**src/rtl/buffer_ctrl.sv**
```systemverilog
// buffer_ctrl: load / settle / stream sequencer for the operand buffer feeding the systolic array.
// Optional macro BUF_CTRL_PERF_EN adds o_stall_cnt (saturating count of stalled stream cycles).
module buffer_ctrl #(
    parameter int unsigned DATA_W = 32,
    parameter int unsigned ADDR_W = 14,
    parameter int unsigned DEPTH  = 16384,
    parameter int unsigned SETTLE = 2
) (
    input  logic              i_clk,
    input  logic              i_reset,
    input  logic              i_start,
    input  logic [ADDR_W:0]   i_load_len,
    input  logic              i_in_valid,
    input  logic [DATA_W-1:0] i_in_data,
    output logic              o_in_ready,
    input  logic              i_buf_full,
    input  logic              i_buf_empty,
    output logic [1:0]        o_buf_state,
    output logic [ADDR_W-1:0] o_buf_addr,
    output logic [DATA_W-1:0] o_buf_data,
    input  logic              i_sa_ready,
    output logic              o_out_valid,
    output logic              o_busy,
    output logic              o_done,
`ifdef BUF_CTRL_PERF_EN
    output logic [15:0]       o_stall_cnt,
`endif
    output logic              o_err
);
    localparam int unsigned CNT_W = ADDR_W + 1;
    localparam int unsigned SET_W = (SETTLE > 1) ? $clog2(SETTLE) : 1;

    localparam logic [1:0] CMD_NOP    = 2'b00;
    localparam logic [1:0] CMD_STORE  = 2'b01;
    localparam logic [1:0] CMD_STREAM = 2'b10;

    typedef enum logic [2:0] {
        S_IDLE,
        S_LOAD,
        S_SETTLE,
        S_STREAM,
        S_DRAIN,
        S_DONE
    } state_t;

    state_t           r_state;
    state_t           w_next_state;
    logic [CNT_W-1:0] r_wr_cnt;
    logic [CNT_W-1:0] r_rd_cnt;
    logic [CNT_W-1:0] r_len;
    logic [SET_W-1:0] r_settle_cnt;
    logic             r_out_valid;
    logic             r_done;
    logic             r_err;

    logic w_len_ok;
    logic w_accept_start;
    logic w_reject_start;
    logic w_store;
    logic w_issue;

    // Job length must be even and within 2..DEPTH.
    assign w_len_ok       = (i_load_len[0] == 1'b0) && (i_load_len != '0) &&
                            (i_load_len <= CNT_W'(DEPTH));
    assign w_accept_start = (r_state == S_IDLE) && i_start && w_len_ok;
    assign w_reject_start = (r_state == S_IDLE) && i_start && !w_len_ok;
    assign w_store        = (r_state == S_LOAD) && i_in_valid && !i_buf_full;
    assign w_issue        = (r_state == S_STREAM) && i_sa_ready && !i_buf_empty &&
                            (r_rd_cnt < r_len);

    assign o_busy      = (r_state != S_IDLE);
    assign o_buf_data  = i_in_data;
    assign o_out_valid = r_out_valid;
    assign o_done      = r_done;
    assign o_err       = r_err;

    always_ff @(posedge i_clk) begin
        if (i_reset) begin
            r_state <= S_IDLE;
        end else begin
            r_state <= w_next_state;
        end
    end

    // Next state and the same-cycle buffer command / host handshake.
    always_comb begin
        w_next_state = r_state;
        o_buf_state  = CMD_NOP;
        o_in_ready   = 1'b0;
        o_buf_addr   = '0;
        case (r_state)
            S_IDLE: begin
                if (w_accept_start) begin
                    w_next_state = S_LOAD;
                end
            end
            S_LOAD: begin
                o_in_ready = !i_buf_full;
                o_buf_addr = r_wr_cnt[ADDR_W-1:0];
                if (w_store) begin
                    o_buf_state = CMD_STORE;
                    if (r_wr_cnt == (r_len - CNT_W'(1))) begin
                        w_next_state = S_SETTLE;
                    end
                end
            end
            S_SETTLE: begin
                if (r_settle_cnt == SET_W'(SETTLE - 1)) begin
                    w_next_state = S_STREAM;
                end
            end
            S_STREAM: begin
                o_buf_addr = r_rd_cnt[ADDR_W-1:0];
                if (w_issue) begin
                    o_buf_state = CMD_STREAM;
                    if (r_rd_cnt == (r_len - CNT_W'(2))) begin
                        w_next_state = S_DRAIN;
                    end
                end
            end
            S_DRAIN: begin
                w_next_state = S_DONE;
            end
            S_DONE: begin
                w_next_state = S_IDLE;
            end
            default: begin
                w_next_state = S_IDLE;
            end
        endcase
    end

    always_ff @(posedge i_clk) begin
        if (i_reset) begin
            r_wr_cnt     <= '0;
            r_rd_cnt     <= '0;
            r_len        <= '0;
            r_settle_cnt <= '0;
            r_out_valid  <= 1'b0;
            r_done       <= 1'b0;
            r_err        <= 1'b0;
        end else begin
            r_out_valid <= w_issue;
            r_done      <= (w_next_state == S_DONE);
            r_err       <= w_reject_start;
            if (w_accept_start) begin
                r_len    <= i_load_len;
                r_wr_cnt <= '0;
                r_rd_cnt <= '0;
            end else begin
                if (w_store) begin
                    r_wr_cnt <= r_wr_cnt + CNT_W'(1);
                end
                if (w_issue) begin
                    r_rd_cnt <= r_rd_cnt + CNT_W'(2);
                end
            end
            // Counts the idle gap that lets the buffer's count/flags catch up.
            if (r_state == S_SETTLE) begin
                r_settle_cnt <= r_settle_cnt + SET_W'(1);
            end else begin
                r_settle_cnt <= '0;
            end
        end
    end

`ifdef BUF_CTRL_PERF_EN
    logic        w_stall;
    logic [15:0] r_stall_cnt;

    assign w_stall     = (r_state == S_STREAM) && (r_rd_cnt < r_len) && !w_issue;
    assign o_stall_cnt = r_stall_cnt;

    always_ff @(posedge i_clk) begin
        if (i_reset || w_accept_start) begin
            r_stall_cnt <= '0;
        end else if (w_stall && (r_stall_cnt != 16'hFFFF)) begin
            r_stall_cnt <= r_stall_cnt + 16'd1;
        end
    end
`endif

endmodule

```
**config.mk**
```make
export PLATFORM = sky130hd
export DESIGN_NAME = buffer_ctrl
export DESIGN_NICKNAME = d
export VERILOG_FILES = /design/src/rtl/buffer_ctrl.sv
export SDC_FILE = /design/constraint.sdc
export NUM_CORES = 1
export LEC_CHECK = 0
export CAP_MARGIN = 40
export CELL_PAD_IN_SITES_DETAIL_PLACEMENT = 1
export CELL_PAD_IN_SITES_GLOBAL_PLACEMENT = 1
export CORE_UTILIZATION = 35
export DETAILED_ROUTE_END_ITERATION = 10
export GPL_ROUTABILITY_DRIVEN = 0
export GPL_TIMING_DRIVEN = 0
export PLACE_DENSITY = 0.9
export SLEW_MARGIN = 20
export SYNTH_ARGS = -nofsm -noshare
export SYNTH_HDL_FRONTEND = slang
export SYNTH_SLANG_ARGS = --single-unit
```
**constraint.sdc**
```tcl
create_clock -name i_clk -period 4.2 [get_ports i_clk]
set_input_delay 1.26 -clock i_clk [delete_from_list [all_inputs] [get_ports i_clk]]
set_output_delay 1.26 -clock i_clk [all_outputs]
set_load 0.01 [all_outputs]
```
==> impl_metrics.json <==
{
  "outcome": "finished, final reports clean",
  "vias": 3637,
  "core_um2": 10400,
  "dpl-instance-area_um2": 4660,
  "io_buffer_count": 74,
  "powerDensity_nw_per_um2": 218,
  "slew_viol_final": 0,
  "finalSetupViolCount": 0,
  "yosys.cell_types.count": 52,
  "rsz0062_at_grt": "no",
  "avgSynthCellArea_um2": 7.93,
  "max-vdd-ir-drop_mv": 0.130,
  "cts_buffers": 5,
  "drtAntennaViolNets": 0,
  "stdcell_area_um2": 4790,
  "syn-instance-count": 473,
  "routed_wl_um": 11600,
  "routedWlPerCell_um": 16.8,
  "die_area_um2": 11100,
  "nFillCells": 1296,
  "die_w_um": 106,
  "yosysWarnings": 0,
  "cts_sinks": 51,
  "grt_pass1_vias": 3833,
  "clk_path_buf_depth": 2,
  "h-tree-depth": 2,
  "clock-skew-final_ns": 0.0202,
  "grt_usage_pct": 21.3,
  "diodes": 0,
  "async_flop_share_pct": 0,
  "max_stage_delay_ns": 0.54,
  "hold_buffers": 0,
  "hold_class": "flop to flop",
  "hold_viol_final": 0,
  "dpl.hpwl_um": 9110,
  "critPathKind": "input pin to output pin",
  "antenna_found_initial": 0,
  "fp-row-count": 37,
  "yosysSeqAreaShare_pct": 27.2,
  "post_drt_via_cell_ratio": 5.25,
  "boundaryPins": 107,
  "start_util_pct": 36.2,
  "synth_edf_count": 0,
  "tritoncts": "yes",
  "clkTransAtPathRegs_ns": 0.09,
  "cts_root_buffer": "clkbuf_8",
  "layout-drive-gt1-share_pct": 10.8,
  "cpMostUsedCell": "clkdlybuf4s50_1",
  "grt_pass1_wl_um": 18400,
  "path_cells": "clkdlybuf4s50_1 -> nor4b_4 -> nand2_2 -> inv_2 -> clkdlybuf4s50_1",
  "leakagePower_nw": 1.82,
  "min_period_over_period_pct": 98.6,
  "syn_area_um2": 3750,
  "setup_slack_ns": 0.0587,
  "finalCoreUtilization_pct": 46.2,
  "fin_crit_ns": 4.14,
  "syn_to_final_growth_pct": 27.8,
  "clk_latency_ns": 0.32,
  "synth_top_flop_cell": "dfxtp_1",
  "slowest_stage": "clkdlybuf4s50_1",
  "crit_arrival_ns": 2.88,
  "syn-num-nets": 545,
  "dp_slack_ns": -0.997,
  "die_h_um": 106,
  "drt-initial-drc-count": 140,
  "drt_pre_antenna_iters": 4,
  "slew_headroom_pct": 54.4,
  "nNetsFinal": 629,
  "overflow": 0,
  "critPathRequiredTime_ns": 2.94,
  "drc_errors": 0,
  "critPathLaunchType": "input pin",
  "fmax_mhz": 241,
  "ys_ff_latch": 51,
  "grt_max_degree": 16,
  "crit_fanout": 6,
  "worst_pin_slew_ns": 0.684,
  "maxCapViolations": 0,
  "worst_setup_path_end_kind": "output pin",
  "hold_ws_ns": 0.454
}
==> worst paths after layout <==
check	from	endpoint	slack, ns	cells after the start
max	i_buf_full	o_buf_state[0]	0.06	5
min	r_settle_cnt	r_settle_cnt	0.45	1
max reg2reg	r_len[6]	r_state[0]	0.94	10
min reg2reg	r_settle_cnt	r_settle_cnt	0.45	1
==> cells by family after synthesis <==
| logic type | after synthesis | synth area share, % |
|---|---|---|
| DFF | 51 | 27.2 |
| buffers and inverters | 82 | 11.4 |
| and+or+nand+nor | 191 | 25.1 |
| adders and majority gates | 18 | 6.00 |
| xor gates and xnor gates | 68 | 15.9 |
| muxes | 33 | 8.84 |
| AOI/OAI and AO/OA | 30 | 5.60 |
==> sequential cells by signal, indices dropped and copies added (netlist names) <==
name          flops
o_done            1
o_err             1
r_rd_cnt         14
r_len            15
r_settle_cnt      1
r_wr_cnt         15
r_state           3
o_out_valid       1
==> cell usage after synthesis (3+ instances only) <==
cell type | instances | area share, %
a21oi_1 | 8 | 1.1
a31oi_1 | 3 | 0.50
and3_1 | 3 | 0.50
buf_4 | 32 | 6.4
clkbuf_1 | 27 | 2.7
dfxtp_1 | 51 | 27
ha_1 | 18 | 6.0
inv_1 | 21 | 2.1
mux2i_1 | 32 | 8.5
nand2_1 | 25 | 2.5
nand2b_1 | 4 | 0.67
nand3_1 | 17 | 2.3
nand4_1 | 7 | 1.2
nor2_1 | 86 | 8.6
nor3_1 | 14 | 1.9
nor3b_1 | 5 | 1.0
nor4_1 | 11 | 1.8
o21ai_0 | 4 | 0.53
xnor2_1 | 45 | 11
xor2_1 | 23 | 5.4
==> cell usage in the layout (no fill, tap or decap), types with 19 or more instances in the layout <==
cell | Yosys | routed
nor2_1 | 86 | 86
clkdlybuf4s50_1 | 0 | 73
dfxtp_1 | 51 | 51
xnor2_1 | 45 | 45
buf_4 | 32 | 35
mux2i_1 | 32 | 32
clkbuf_1 | 27 | 26
nand2_1 | 25 | 25
xor2_1 | 23 | 23
inv_1 | 21 | 19
==> final cells by class <==
type                    instances  area [um2]  share of cell area (%)
plain buffers                  59         342                    7.13
clock buffers                   5        68.8                    1.44
clock inverters                 2        13.8                   0.287
inverters                      22        82.6                    1.72
multi-input cells             340        2330                    48.5
flip-flops and latches         51        1020                    21.3
well taps                     136         170                    3.55
repair buffers                 78         769                    16.1
==> stage by stage <==
| stage | setup TNS (ns) | instances | power (mW) |
|---|---|---|---|
| floorplan | 0 | 473 | 0.664 |
| global placement | -0.960 | 683 | 0.747 |
| detailed placement | -0.997 | 683 | 0.759 |
| CTS | 0 | 693 | 1.04 |
| global route | 0 | 693 | 1.09 |
| finish | 0 | 693 | 1.04 |
==> per-layer routing <==
metal / vias to the layer above / global-route usage [%] / routed length, um
li1: 1721 / - / -
met1: 1745 / 25.0 / 4820
met2: 140 / 37.5 / 5690
met3: 31 / 3.65 / 742
met4: 0 / 9.82 / 382
met5: - / 0 / 0
==> where the power goes <==
part	total, mW	internal [mW]	switching [mW]
clock network	0.288	0.115	0.174
logic	0.261	0.131	0.129
registers	0.494	0.489	0.00517
==> critical path, delay by kind of cell <==
kind	cells	cell delay, ns
buffers and inverters	3	1.14
AND/OR/NAND/NOR	2	0.48
==> what timing repair did <==
action | in CTS | in global routing
pin swaps | 4 | 2
buffers inserted | 3 | 0
gates resized for setup | 12 | 3
endpoints found under the setup margin | 2 | 1
endpoints found under the hold margin | 0 | 0
(Power assumes the default switching activity.)
==> edit 1: new RTL, same flow settings <==
Change the parameter `ADDR_W` from 14 to 13.
--- a/src/rtl/buffer_ctrl.sv
+++ b/src/rtl/buffer_ctrl.sv
@@ -2,7 +2,7 @@
 // Optional macro BUF_CTRL_PERF_EN adds o_stall_cnt (saturating count of stalled stream cycles).
 module buffer_ctrl #(
     parameter int unsigned DATA_W = 32,
-    parameter int unsigned ADDR_W = 14,
+    parameter int unsigned ADDR_W = 13,
     parameter int unsigned DEPTH  = 16384,
     parameter int unsigned SETTLE = 2
 ) (
Ports: changed (resized i_load_len and o_buf_addr); port bits go from 107 to 105. No check against the original RTL was run, so the function may have changed too.
==> edit 1 against the unedited design <==
Setup slack improved by 0.11 ns. Utilization decreased by 1.4 points. Maximum frequency increased by 2.8%. Routed wire length decreased by 11%. Critical path depth increased by 2. Final cell count decreased by 8.9%. Synthesized cell count decreased by 9.3%. Area after synthesis decreased by 6.3%. Sequential share of layout area increased by 0.62 points. Sequential cell count decreased by 3. Critical endpoint is now o_buf_state[1]. Cell area decreased by 8.6%.
Power is not compared: it rests on default switching activity, and its combinational part moved more than twofold at a synthesized area within 25%.
==> edit 1: results (changes against the unedited design) <==
* First-pass GRT wire length at 16500 um (was 18400 um)
* CP peak stage delay at 0.42 ns (was 0.54 ns)
* Worst Path Arrival at 2.77 ns (was 2.88 ns)
* Clk buf depth at 2 (unchanged)
* Largest net degree at the start of global routing at 15 (was 16)
* Vias in the first global route at 3381 (was 3833)
* Synthesis Warnings at 0 (unchanged)
* WL met2 at 5050 um (was 5690 um)
* Initial antenna violation count at 0 (unchanged)
* Largest regs: r_len x14, r_wr_cnt x14, r_rd_cnt x13 (was r_len x15, r_wr_cnt x15, r_rd_cnt x14)
* # setup viols final at 0 (unchanged)
* Reg2reg setup slack at 1.17 ns (was 0.94 ns)
* Final wirelength at 10400 um (was 11600 um)
* Mean post-synth cell area at 8.19 um^2 (was 7.93 um^2)
* H-tree Lvls at 2 (unchanged)
* Top cells by count, synth: 66 x nor2_1, 48 x dfxtp_1, 32 x buf_4 (was 86 x nor2_1, 51 x dfxtp_1, 45 x xnor2_1)
* Share of layout cells above drive strength 1 at 13.3% (was 10.8%)
* Instance count on the critical path at 7 (was 5)
* Number of port buffers at 58 (was 74)
* Pre-CTS setup slack at -0.477 ns (was -0.997 ns)
* Final HPWL DP at 7990 um (was 9110 um)
* Synth unique cells at 55 (was 52)
* Worst-case reg-to-reg path depth at 10 (unchanged)
* M1 wire length at 4530 um (was 4820 um)
* CTS root buffer: clkbuf_8 (unchanged)
* Post-Route Skew at 0.0103 ns (was 0.0202 ns)
* Post-synthesis sequential area ratio at 27.3% (was 27.2%)
* Nets at 567 (was 629)
* Leak Pwr at approximately 1.7 nW
* Mapped Nets at 499 (was 545)
* Status: finished, final reports clean (unchanged)
* CTS Buf Count at 5 (unchanged)
* Final Non-Filler Cells at 631 (was 693)
* Reg-to-Reg End: r_rd_cnt[13] (was r_state[0])
* GRT Util Overall at 20.5% (was 21.3%)
* DR top layer: met4 (unchanged)
* Worst-path fanout max at 2 (was 6)
* First-pass DRT Iterations at 4 (unchanged)
* Worst hold endpoint: r_settle_cnt (unchanged)
* Reg2reg start: r_len[9] (was r_len[6])
* Synth top area cells: dfxtp_1 27%, nor2_1 7.0%, buf_4 6.8% (was dfxtp_1 27%, xnor2_1 11%, nor2_1 8.6%)
* Filler cells at 1234 (was 1296)
* Post-placement cell area at 0.00426 mm^2 (was 0.00466 mm^2)
* Via count at 3266 (was 3637)
* WL met3 at 637 um (was 742 um)
* Hold Path Class: flop to flop (unchanged)
* Placed insts at 620 (was 683)
* DR iter-0 viols at 107 (was 140)
* Slew HR at 47.6% (was 54.4%)
-- edit 1: logic make-up after synthesis --
kind of cell / share of synthesized area, %
AOI/OAI and AO/OA: 8.47
buffers and inverters: 12.3
xor gates and xnor gates: 13.5
muxes: 5.23
adders and majority gates: 6.05
and+or+nand+nor: 27.1
DFF: 27.3
-- edit 1: timing repair --
item,CTS,global route
setup endpoints to repair,2,1
setup buffers,3,0
gates resized for setup,4,0
pin swaps,3,1
hold buffers,0,0
-- edit 1: worst max path at each step --
stage / startpoint / end / slack [ns]
after floorplan: i_buf_empty / o_buf_state[1] / 0.75
after CTS: i_buf_empty / o_buf_state[1] / 0.11
after global placement: i_sa_ready / o_buf_state[1] / -0.43
after global routing: i_buf_empty / o_buf_state[1] / 0.06
after detailed placement: i_sa_ready / o_buf_state[1] / -0.48
final: i_buf_empty / o_buf_state[1] / 0.17
-- edit 1: layout make-up --
class	instances	area (um^2)	share of cell area [%]
clock buffers	7	86.3	1.97
repair buffers	61	601	13.7
flip-flops and latches	48	961	21.9
plain buffers	52	343	7.82
well taps	133	166	3.80
inverters	24	90.1	2.06
multi-input cells	305	2130	48.6
clock inverters	1	7.51	0.171
-- edit 1: metal layers --
| layer | global-route usage [%] | vias to the layer above |
|---|---|---|
| met4 | 6.81 | 0 |
| met5 | 0 | - |
| met2 | 37.1 | 117 |
| met3 | 4.10 | 14 |
| li1 | - | 1564 |
| met1 | 23.9 | 1571 |
-- edit 1: worst register-to-register path, stage by stage, from the launching register on --
cell and delay [ns]:
dfxtp_1 0.34, clkbuf_1 0.29, inv_1 0.17, ha_1 0.33, a21oi_1 0.12, o21ai_0 0.17, a211oi_4 0.36, buf_4 0.22
nand4_1 0.25, nor3_1 0.33, mux2_1 0.34
-- edit 1: metrics by stage --
step	power [W]	TNS [ns]	hold slack [ns]	utilization, %
after floorplan	0.000505	0	0.402	-
after global placement	0.000547	-0.441	0.413	43.6
after detailed placement	0.000549	-0.498	0.424	43.6
after CTS	0.000847	0	0.438	44.8
after global routing	0.000867	0	0.462	44.8
final	0.000843	0	0.443	44.8
-- edit 1: power by group through the flow --
stage                     combinational [W]  clock (W)  sequential, W
after detailed placement          0.0000833          0       0.000466
after global placement            0.0000812          0       0.000466
after global routing              0.0000883   0.000324       0.000456
final                             0.0000826   0.000305       0.000455
after CTS                         0.0000837   0.000308       0.000455
after floorplan                   0.0000388          0       0.000466
==> edit 2: new RTL, same settings <==
Made on the original files. The 6 states of `state_t` get a one-hot encoding in 6 bits.
--- a/src/rtl/buffer_ctrl.sv
+++ b/src/rtl/buffer_ctrl.sv
@@ -34,13 +34,13 @@
     localparam logic [1:0] CMD_STORE  = 2'b01;
     localparam logic [1:0] CMD_STREAM = 2'b10;
 
-    typedef enum logic [2:0] {
-        S_IDLE,
-        S_LOAD,
-        S_SETTLE,
-        S_STREAM,
-        S_DRAIN,
-        S_DONE
+    typedef enum logic [5:0] {
+        S_IDLE   = 6'b000001,
+        S_LOAD   = 6'b000010,
+        S_SETTLE = 6'b000100,
+        S_STREAM = 6'b001000,
+        S_DRAIN  = 6'b010000,
+        S_DONE   = 6'b100000
     } state_t;
 
     state_t           r_state;
Check against the original RTL: no difference found for any inputs over 10 cycles, from zero or initial values and one cycle with i_reset high; not proved beyond that.
==> edit 2 against the unedited design <==
Worst hold slack improved by 0.11 ns. Sequential power rose by 6.3%. Global-route usage rose by 0.95 points. Sequential share of layout area rose by 0.065 points. Routed wire length rose by 9.7%. Power rose by 21%. Area after synthesis rose by 5.7%. Count of clock-buffer cells in the layout rose by 1. Setup slack improved by 0.087 ns. Die area rose by 5.6%. Sequential cell count rose by 3. Critical path depth rose by 3. Cell area rose by 5.6%.
==> edit 2: results (changes against the unedited design) <==
* Status: finished, final reports clean (unchanged)
* Largest regs: r_len x15, r_wr_cnt x15, r_rd_cnt x14 (unchanged)
* First-pass GRT wire length at 20200 um (was 18400 um)
* Slew HR at 50.4% (was 54.4%)
* Post-placement cell area at 0.00488 mm^2 (was 0.00466 mm^2)
* Worst-path fanout max at 19 (was 6)
* Synth unique cells at 60 (was 52)
* Final wirelength at 12800 um (was 11600 um)
* IR drop worst, VDD at 0.157 mV (was 0.130 mV)
* Asr flop ratio synth at 0% (unchanged)
* CTS root buffer: clkbuf_16 (was clkbuf_8)
* Leak Pwr at 1.88 nW (was 1.82 nW)
* GRT Util Overall at 22.2% (was 21.3%)
* Top cells by count, synth: 54 x dfxtp_1, 50 x nor2_1, 33 x buf_4 (was 86 x nor2_1, 51 x dfxtp_1, 45 x xnor2_1)
* Worst-skew pair later-pin latency at 0.30 ns (was 0.32 ns)
* Post-Route Skew at 0.00768 ns (was 0.0202 ns)
* DR iter-0 viols at 265 (was 140)
* Share of layout cells above drive strength 1 at 11.5% (was 10.8%)
* Largest net degree at the start of global routing at 20 (was 16)
* Reg clk slew, reported paths at 0.07 ns (was 0.09 ns)
* Synth top area cells: dfxtp_1 27%, xnor2_1 6.4%, buf_4 6.3% (was dfxtp_1 27%, xnor2_1 11%, nor2_1 8.6%)
* Post-synthesis sequential area ratio at 27.3% (was 27.2%)
* Mapped Nets at 556 (was 545)
* Nets at 636 (was 629)
* First-pass DRT Iterations at 4 (unchanged)
* Vias in the first global route at 3991 (was 3833)
* CP peak stage delay at 0.46 ns (was 0.54 ns)
* NetSw at 0.000327 W (was 0.000309 W)
* Final HPWL DP at 10100 um (was 9110 um)
* Worst Path Arrival at 2.79 ns (was 2.88 ns)
* Post-CTS Setup Bufs at 0 (was 3)
* Via count at 3931 (was 3637)
-- edit 2: final cells by class --
cell class              instances  area, um^2
fillers                      1354        5880
multi-input cells             347        2440
flip-flops and latches         54        1080
repair buffers                 74         736
plain buffers                  62         384
well taps                     140         175
clock buffers                   6         129
inverters                      20        75.1
clock inverters                 2        37.5
-- edit 2: timing repair --
| action | 4_1_cts | 5_1_grt |
|---|---|---|
| resized for setup | 3 | 4 |
| pin swaps | 0 | 0 |
| setup endpoints to repair | 11 | 11 |
-- edit 2: per-layer routing --
layer  routed length (um)  global-route usage (%)
met4                  197                    5.89
met5                    0                       0
met2                 6370                    39.0
met3                  649                    3.56
met1                 5550                    28.0
-- edit 2: path summary, 6_finish.rpt --
path | startpoint | endpoint | slack [ns] | cells after the start
worst min-delay path | r_rd_cnt[14] | r_rd_cnt[14] | 0.56 | 2
worst min register to register | r_rd_cnt[14] | r_rd_cnt[14] | 0.56 | 2
worst max-delay path | i_sa_ready | o_buf_state[1] | 0.15 | 8
worst max register to register | r_len[9] | r_rd_cnt[9] | 1.36 | 9
-- edit 2: logic make-up after synthesis --
logic type / synth area share, %
xor gates and xnor gates: 11.3
AOI/OAI and AO/OA: 15.9
DFF: 27.3
buffers and inverters: 11.6
muxes: 4.04
and+or+nand+nor: 24.2
adders and majority gates: 5.68
-- edit 2: power by group through the flow --
stage | combinational, W | clock (W) | sequential (W)
final | 0.000256 | 0.000478 | 0.000525
after global routing | 0.000277 | 0.000502 | 0.000525
after CTS | 0.000254 | 0.000483 | 0.000525
after detailed placement | 0.000252 | 0 | 0.000536
after global placement | 0.000241 | 0 | 0.000536
after floorplan | 0.000159 | 0 | 0.000534
-- edit 2: per-stage QoR --
stage / hold slack (ns) / power [W] / worst slack, ns / util, % / cells
global route: 0.611 / 0.00130 / 0.00254 / 46.3 / 705
floorplan: 0.480 / 0.000693 / 0.610 / - / 484
finish: 0.562 / 0.00126 / 0.146 / 46.3 / 705
global placement: 0.514 / 0.000777 / -0.547 / 44.6 / 698
detailed placement: 0.540 / 0.000789 / -0.577 / 44.6 / 698
CTS: 0.550 / 0.00126 / 0.0105 / 46.2 / 705
-- edit 2: critical path: cells and delay by family --
family / cells / cell delay, ns
AND/OR/NAND/NOR: 1 / 0.11
AO/OA/AOI/OAI: 2 / 0.54
buffers and inverters: 5 / 0.88
